<file path="src/rtl/apb_gpio_slave.sv">
// APB slave exposing a GPIO block (output data, direction, synchronised input, rising-edge IRQ)
// with a programmable number of access-phase wait states.
//
// state  | meaning
// IDLE   | no transfer in progress; a PSEL&PENABLE cycle here is access cycle 1 (cnt 0)
// ACCESS | inserting wait states; cnt holds the index of the current access cycle
module apb_gpio_slave #(
  parameter int GPIO_W      = 8,
  parameter int WAIT_STATES = 1
) (
  input  logic              PCLK,
  input  logic              PRESET,
  input  logic              PSEL,
  input  logic              PENABLE,
  input  logic [31:0]       PADDR,
  input  logic              PWRITE,
  input  logic [31:0]       PWDATA,
  output logic [31:0]       PRDATA,
  output logic              PREADY,
  output logic              PSLVERR,
  input  logic [GPIO_W-1:0] gpio_in,
  output logic [GPIO_W-1:0] gpio_out,
  output logic [GPIO_W-1:0] gpio_oe,
  output logic              irq
);

  localparam logic [3:0] WS = 4'(WAIT_STATES);

  typedef enum logic {IDLE, ACCESS} state_t;

  state_t             state_q, state_d;
  logic [3:0]         cnt_q, cnt_d;
  logic               access_cyc;
  logic               ready;

  logic [GPIO_W-1:0]  dout_q, dir_q, irq_en_q, irq_stat_q, irq_stat_d;
  logic [GPIO_W-1:0]  sync1_q, sync2_q, hist_q;
  logic [GPIO_W-1:0]  rise, w1c_mask, wdata;
  logic [7:0]         offset;
  logic               sel_dout, sel_dir, sel_din, sel_en, sel_stat;
  logic               mapped, xfer_err, do_write;
  logic [31:0]        rd_word;
  logic               unused_bits;

  assign access_cyc = PSEL & PENABLE;

  always_ff @(posedge PCLK) begin
    if (PRESET) begin
      state_q <= IDLE;
      cnt_q   <= 4'd0;
    end else begin
      state_q <= state_d;
      cnt_q   <= cnt_d;
    end
  end

  // The first access cycle is handled from IDLE, so ACCESS starts counting at 1.
  always_comb begin
    state_d = state_q;
    cnt_d   = cnt_q;
    ready   = 1'b0;
    case (state_q)
      IDLE: begin
        cnt_d = 4'd0;
        if (access_cyc) begin
          if (WS == 4'd0) begin
            ready = 1'b1;
          end else begin
            state_d = ACCESS;
            cnt_d   = 4'd1;
          end
        end
      end
      ACCESS: begin
        if (!access_cyc) begin
          state_d = IDLE;
          cnt_d   = 4'd0;
        end else if (cnt_q == WS) begin
          ready   = 1'b1;
          state_d = IDLE;
          cnt_d   = 4'd0;
        end else begin
          cnt_d = cnt_q + 4'd1;
        end
      end
      default: begin
        state_d = IDLE;
        cnt_d   = 4'd0;
      end
    endcase
  end

  // Suppressed while reset is asserted so an aborted transfer never reports completion.
  assign PREADY = ready & ~PRESET;

  assign offset   = PADDR[7:0];
  assign sel_dout = (offset == 8'h00);
  assign sel_dir  = (offset == 8'h04);
  assign sel_din  = (offset == 8'h08);
  assign sel_en   = (offset == 8'h0C);
  assign sel_stat = (offset == 8'h10);
  assign mapped   = sel_dout | sel_dir | sel_din | sel_en | sel_stat;
  assign xfer_err = ~mapped | (PWRITE & sel_din);
  assign do_write = PREADY & PWRITE & ~xfer_err;
  assign wdata    = PWDATA[GPIO_W-1:0];

  always_comb begin
    rd_word = 32'd0;
    case (1'b1)
      sel_dout: rd_word[GPIO_W-1:0] = dout_q;
      sel_dir:  rd_word[GPIO_W-1:0] = dir_q;
      sel_din:  rd_word[GPIO_W-1:0] = sync2_q;
      sel_en:   rd_word[GPIO_W-1:0] = irq_en_q;
      sel_stat: rd_word[GPIO_W-1:0] = irq_stat_q;
      default:  rd_word = 32'd0;
    endcase
  end

  assign PRDATA  = (PREADY & ~PWRITE & ~xfer_err) ? rd_word : 32'd0;
  assign PSLVERR = PREADY & xfer_err;

  // A rise in the same cycle as a W1C clear keeps the status bit set.
  assign rise       = sync2_q & ~hist_q;
  assign w1c_mask   = (do_write & sel_stat) ? wdata : '0;
  assign irq_stat_d = (irq_stat_q & ~w1c_mask) | rise;

  always_ff @(posedge PCLK) begin
    if (PRESET) begin
      dout_q     <= '0;
      dir_q      <= '0;
      irq_en_q   <= '0;
      irq_stat_q <= '0;
      sync1_q    <= '0;
      sync2_q    <= '0;
      hist_q     <= '0;
      irq        <= 1'b0;
    end else begin
      sync1_q    <= gpio_in;
      sync2_q    <= sync1_q;
      hist_q     <= sync2_q;
      irq_stat_q <= irq_stat_d;
      irq        <= |(irq_stat_q & irq_en_q);
      if (do_write && sel_dout) dout_q   <= wdata;
      if (do_write && sel_dir)  dir_q    <= wdata;
      if (do_write && sel_en)   irq_en_q <= wdata;
    end
  end

  assign gpio_out = dout_q;
  assign gpio_oe  = dir_q;

  assign unused_bits = ^{PADDR[31:8], PWDATA};

endmodule

</file>
<file path="config.mk">
export PLATFORM = sky130hd
export DESIGN_NAME = apb_gpio_slave
export DESIGN_NICKNAME = d
export VERILOG_FILES = /design/src/rtl/apb_gpio_slave.sv
export SDC_FILE = /design/constraint.sdc
export NUM_CORES = 1
export LEC_CHECK = 0
export ABC_CLOCK_PERIOD_IN_PS = 2000
export CAP_MARGIN = 15
export CELL_PAD_IN_SITES_DETAIL_PLACEMENT = 0
export CELL_PAD_IN_SITES_GLOBAL_PLACEMENT = 2
export CORE_UTILIZATION = 25
export CTS_CLUSTER_DIAMETER = 30
export DETAILED_ROUTE_END_ITERATION = 8
export GPL_TIMING_DRIVEN = 0
export MAX_ROUTING_LAYER = met4
export PLACE_DENSITY_LB_ADDON = 0.1
export SLEW_MARGIN = 15
export SYNTH_ARGS = -nofsm -noshare
export SYNTH_HDL_FRONTEND = slang
export SYNTH_SLANG_ARGS = --single-unit
</file>
<file path="constraint.sdc">
create_clock -name PCLK -period 2 [get_ports PCLK]
set_input_delay 0.5 -clock PCLK [delete_from_list [all_inputs] [get_ports PCLK]]
set_output_delay 0.5 -clock PCLK [all_outputs]
set_load 0.02 [all_outputs]
</file>
# ---- Word level (Yosys, flattened, before mapping)
# Cells that the tools add are included.
dict set report word_totals {
  register_bits 62
  in_bits 77
  out_inout_bits 51
  elab_cells 64
}
dict set report classes {
  n_addsub 1
  eq_ne 5
  muxes 18
  n_bitwise 25
  reduce_logical 5
}
# operator n
set op_table {}
lappend op_table {{2-to-1 mux 8 bit} 7}
lappend op_table {{bitwise AND 8 bit} 3}
lappend op_table {{== test 8 x 4 -> 1 bit (second input constant)} 2}
lappend op_table {{inverter 8 bit} 2}
lappend op_table {{bitwise AND 1 bit} 9}
lappend op_table {{== test 8 x 3 -> 1 bit (second input constant)} 1}
lappend op_table {{== test 8 x 5 -> 1 bit (second input constant)} 1}
lappend op_table {{logical NOT 8 bit} 1}
lappend op_table {{2-to-1 mux 4 bit} 2}
lappend op_table {{bitwise OR 8 bit} 1}
lappend op_table {{one-hot mux 4 bit (2 select lines)} 1}
lappend op_table {{OR reduction 8 bit} 1}
lappend op_table {{2-to-1 mux 1 bit} 7}
lappend op_table {{inverter 1 bit} 5}
lappend op_table {{bitwise OR 1 bit} 5}
lappend op_table {{adder 4 x 1 -> 4 bit (second input constant)} 1}
lappend op_table {{== test 4 x 1 -> 1 bit (second input constant)} 1}
lappend op_table {{logical AND 1 bit} 3}
lappend op_table {{one-hot mux 1 bit (2 select lines)} 1}

# ---- Longest topological paths before layout
dict set report depth {
  depth_word 14
  ltp_mapped 6
}

# ---- Worst setup path before layout
# No wires, ideal clock.
dict set report synth_path {
  kind {input to output}
  startpoint {input port PADDR[1]}
  endpoint {output port PRDATA[0]}
  t_arrival_ps 2212
  slack_ps -712
  cell_stages 3
  path_cell_list {nor4_4 -> nand4_2 -> a2111oi_0}
}
dict set report synth_via {
  elab_chain_cells 10
}
# item line
set synth_rtl {}
lappend synth_rtl {{from (decl)} 15} ;# input logic [31:0] PADDR,
lappend synth_rtl {{== test 8 x 3 -> 1 bit / logical NOT 8 bit (equally long branches)} {98, 97}}
lappend synth_rtl {{bitwise OR 1 bit (4 in a row)} 102} ;# assign mapped = sel_dout | sel_dir | sel_din | sel_en | sel_stat;
lappend synth_rtl {{inverter 1 bit} 103} ;# assign xfer_err = ~mapped | (PWRITE & sel_din);
lappend synth_rtl {{bitwise OR 1 bit} 103}
lappend synth_rtl {{inverter 1 bit} 119} ;# assign PRDATA = (PREADY & ~PWRITE & ~xfer_err) ? rd_word : 32'd0;
lappend synth_rtl {{bitwise AND 1 bit} 119}
lappend synth_rtl {{2-to-1 mux 8 bit *} 119}
lappend synth_rtl {{to (decl)} 18} ;# output logic [31:0] PRDATA,
# Every way passes the cells marked *; elsewhere a longest branch is shown, timed or not.

# ---- Worst setup path in the final report
dict set report layout_path {
  startpoint {input port PADDR[0]}
  endpoint {output port PRDATA[6]}
}
# The elaborated chain is that of the path after synthesis.

==> impl_metrics.toml <==
[sta]
fin_worst_skew_ps = 8.23
fin_crit_ps = 2330
fmax_mhz = 430
finalCritPeriodShare = 1.16
worstMarginPinSlew_ps = 611
slew_headroom = 0.593
setup-violations-final = 9
fin_setup_tns_ps = -2500
finalMaxSlewViolations = 0
layout_setup_ws_ps = -327
grt_setup_unrepaired = "true"
hold_viol_final = 0

[clocking]
numCtsBuffers = 9
clk_pin_slew_ps = 60
numClockSinks = 62
htree_levels = 3
cts-root-buf = "clkbuf_16"
clk_latency_ps = 330
cts_tree = "done"
clockBufferDepth = 2

[synthesis]
mappedNetlistArea_um2 = 3030
syn_inst = 306
yosys.area.top_type_share = 0.409
synth_cell_types = 43
synth_seq_cells = 62
async_flop_share = 0
synth.area.top_cells = "dfxtp_1, mux2i_1, nand2b_1"
syn_avg_cell_area_um2 = 9.92
ys_seq_area_frac = 0.409
ys_warn_count = 0
synth_area_leader_cell = "dfxtp_1"
synthFlopType = "dfxtp_1"
synth_edf_count = 0

[pwr]
leakagePower_nw = 1.89
ir_drop_mv = 0.364
p_per_area_nw_per_um2 = 764
total_power_mw = 3.47

[die]
start_util = 0.261
core_um2 = 11600
die_h_um = 112
rows = 39
die_w_um = 112
dieArea_um2 = 12600
pin_count = 128

[final_layout]
final_cells = 553
n_antenna_cell = 0
drive_gt1_frac = 0.283
mostFrequentLayoutCells = "dfxtp_1, nand2b_1, buf_4"
final_nets = 484
utilization = 0.391
syn2layout_area_growth_pct = 49.6
final_common_cell = "dfxtp_1"

[grt]
antenna_found_initial = 0
grt_pass1_vias = 2301
grt_pass1_wl_mm = 13.0
grt_overflow = 0
grt_max_degree = 13
grt.total_usage = 0.140

[detailed_routing]
postRouteAntennaNets = 0
wl_per_cell_um = 14.7
wl_mm = 8.14
drcViolationCount = 6
dr.pass1.iters = 6
vias = 2383
drt_iter0_drc = 73
via_per_inst = 4.31

[placement]
gp_congestion = 0.721
io_buffers = 55
post-place-ws_ps = -1470
numPlacedInstances = 527
dp_hpwl_mm = 6.04

[outcome]
status = "finished, violations left"
violations = "DRC, setup timing"

[setup_path]
rr_startpoint = "cnt_q[1]$_SDFF_PP0_"
timing.rr.end = "gpio_out[6]$_SDFFE_PP0P_"
arrival_ps = 1830
critPathKind = "primary input to primary output"
slowest_delay_ps = 360
crit_family = "buffers and inverters"
cp_num_buf_inv = 3
worstRegToRegCells = 5
required_ps = 1500
cp-end-kind = "primary output"
critPathLaunch = "PADDR[0]"
cp_slowest_cell = "nor4_4"
cp_max_fo = 8
worst_setup_path_start_kind = "primary input"
ff2ff_setup_slack_ps = 400
crit_chain = "clkdlybuf4s15_2, nor4_4, nand4_4, buf_12, a2111oi_4, buf_4"

[min_path]
worstHoldStart = "sync1_q[2]$_SDFF_PP0_"
whs_endpoint = "sync2_q[2]$_SDFF_PP0_"
hp-class = "register to register"
min_path_cells = 1

[run]
max-cap-violations = 0
[kinds of logic after synthesis]
group                    synth area share
AND/OR/NAND/NOR                     0.271
AO/OA/AOI/OAI                       0.111
adder cells (fa/ha/maj)           0.00825
buffers and inverters              0.0874
other                             0.00124
multiplexers                        0.106
flip-flops                          0.409
XOR/XNOR                          0.00577
[worst max-delay path by stage]
stage,end,cells past startpoint
finish,PRDATA[6],6
CTS,PRDATA[2],7
detailed placement,PRDATA[2],7
global route,PRDATA[3],7
global placement,PRDATA[0],7
floorplan,PRDATA[0],5
[power by group]
part	internal (mW)	switching, mW
Combinational	0.167	0.184
Sequential	1.27	0.0186
Clock	1.22	0.610
Total	2.65	0.812
[state kept, by name, summed over array words and instances, names as in the netlist]
signal and flops:
cnt_q 4, gpio_oe 8, gpio_out 8, hist_q 8, irq 1, irq_en_q 8
irq_stat_q 8, state_q 1, sync1_q 8, sync2_q 8
[metrics by stage]
| stage | hold slack (ps) | cell area, um^2 |
|---|---|---|
| 3_5_place_dp | 423 | 4010 |
| 3_3_place_gp | 418 | 4010 |
| 6_report | 433 | 4540 |
| 5_1_grt | 449 | 4540 |
| 4_1_cts | 439 | 4510 |
| 2_1_floorplan | 414 | 3280 |
[metal layers]
metal | GRT usage | vias up | wire, um
met4 | 0.0604 | 0 | 157
met5 | - | - | 0
met1 | 0.184 | 1096 | 4030
li1 | - | 1216 | -
met2 | 0.209 | 58 | 3630
met3 | 0.0292 | 13 | 325
[Yosys cell counts (2+ instances only)]
master / count
a2111oi_0: 4
a2111oi_1: 4
a211oi_1: 8
a21o_1: 8
a21oi_1: 2
a22oi_1: 4
a311oi_1: 7
buf_2: 5
buf_4: 25
clkbuf_1: 10
dfxtp_1: 62
ha_1: 2
inv_1: 3
mux2i_1: 32
nand2b_1: 48
nand4_2: 4
nor2_1: 2
nor2b_1: 42
nor3_1: 2
or2_2: 9
[final cells by class]
cell class | instances | area (um^2)
Fill cell | 1193 | 7070
Clock inverter | 7 | 123
Multi-Input combinational cell | 223 | 1850
Inverter | 3 | 11.3
Tap cell | 143 | 179
Clock buffer | 9 | 225
Buffer | 40 | 304
Timing Repair Buffer | 66 | 603
Sequential cell | 62 | 1240
[repair_timing]
item,CTS,global route
hold buffers,0,0
setup buffers,7,3
cloned,1,0
pin swaps,12,10
resized for setup,113,8
endpoints found under the hold margin,0,0
setup endpoints to repair,34,10
Note: power is estimated with default switching activity, not from simulation.
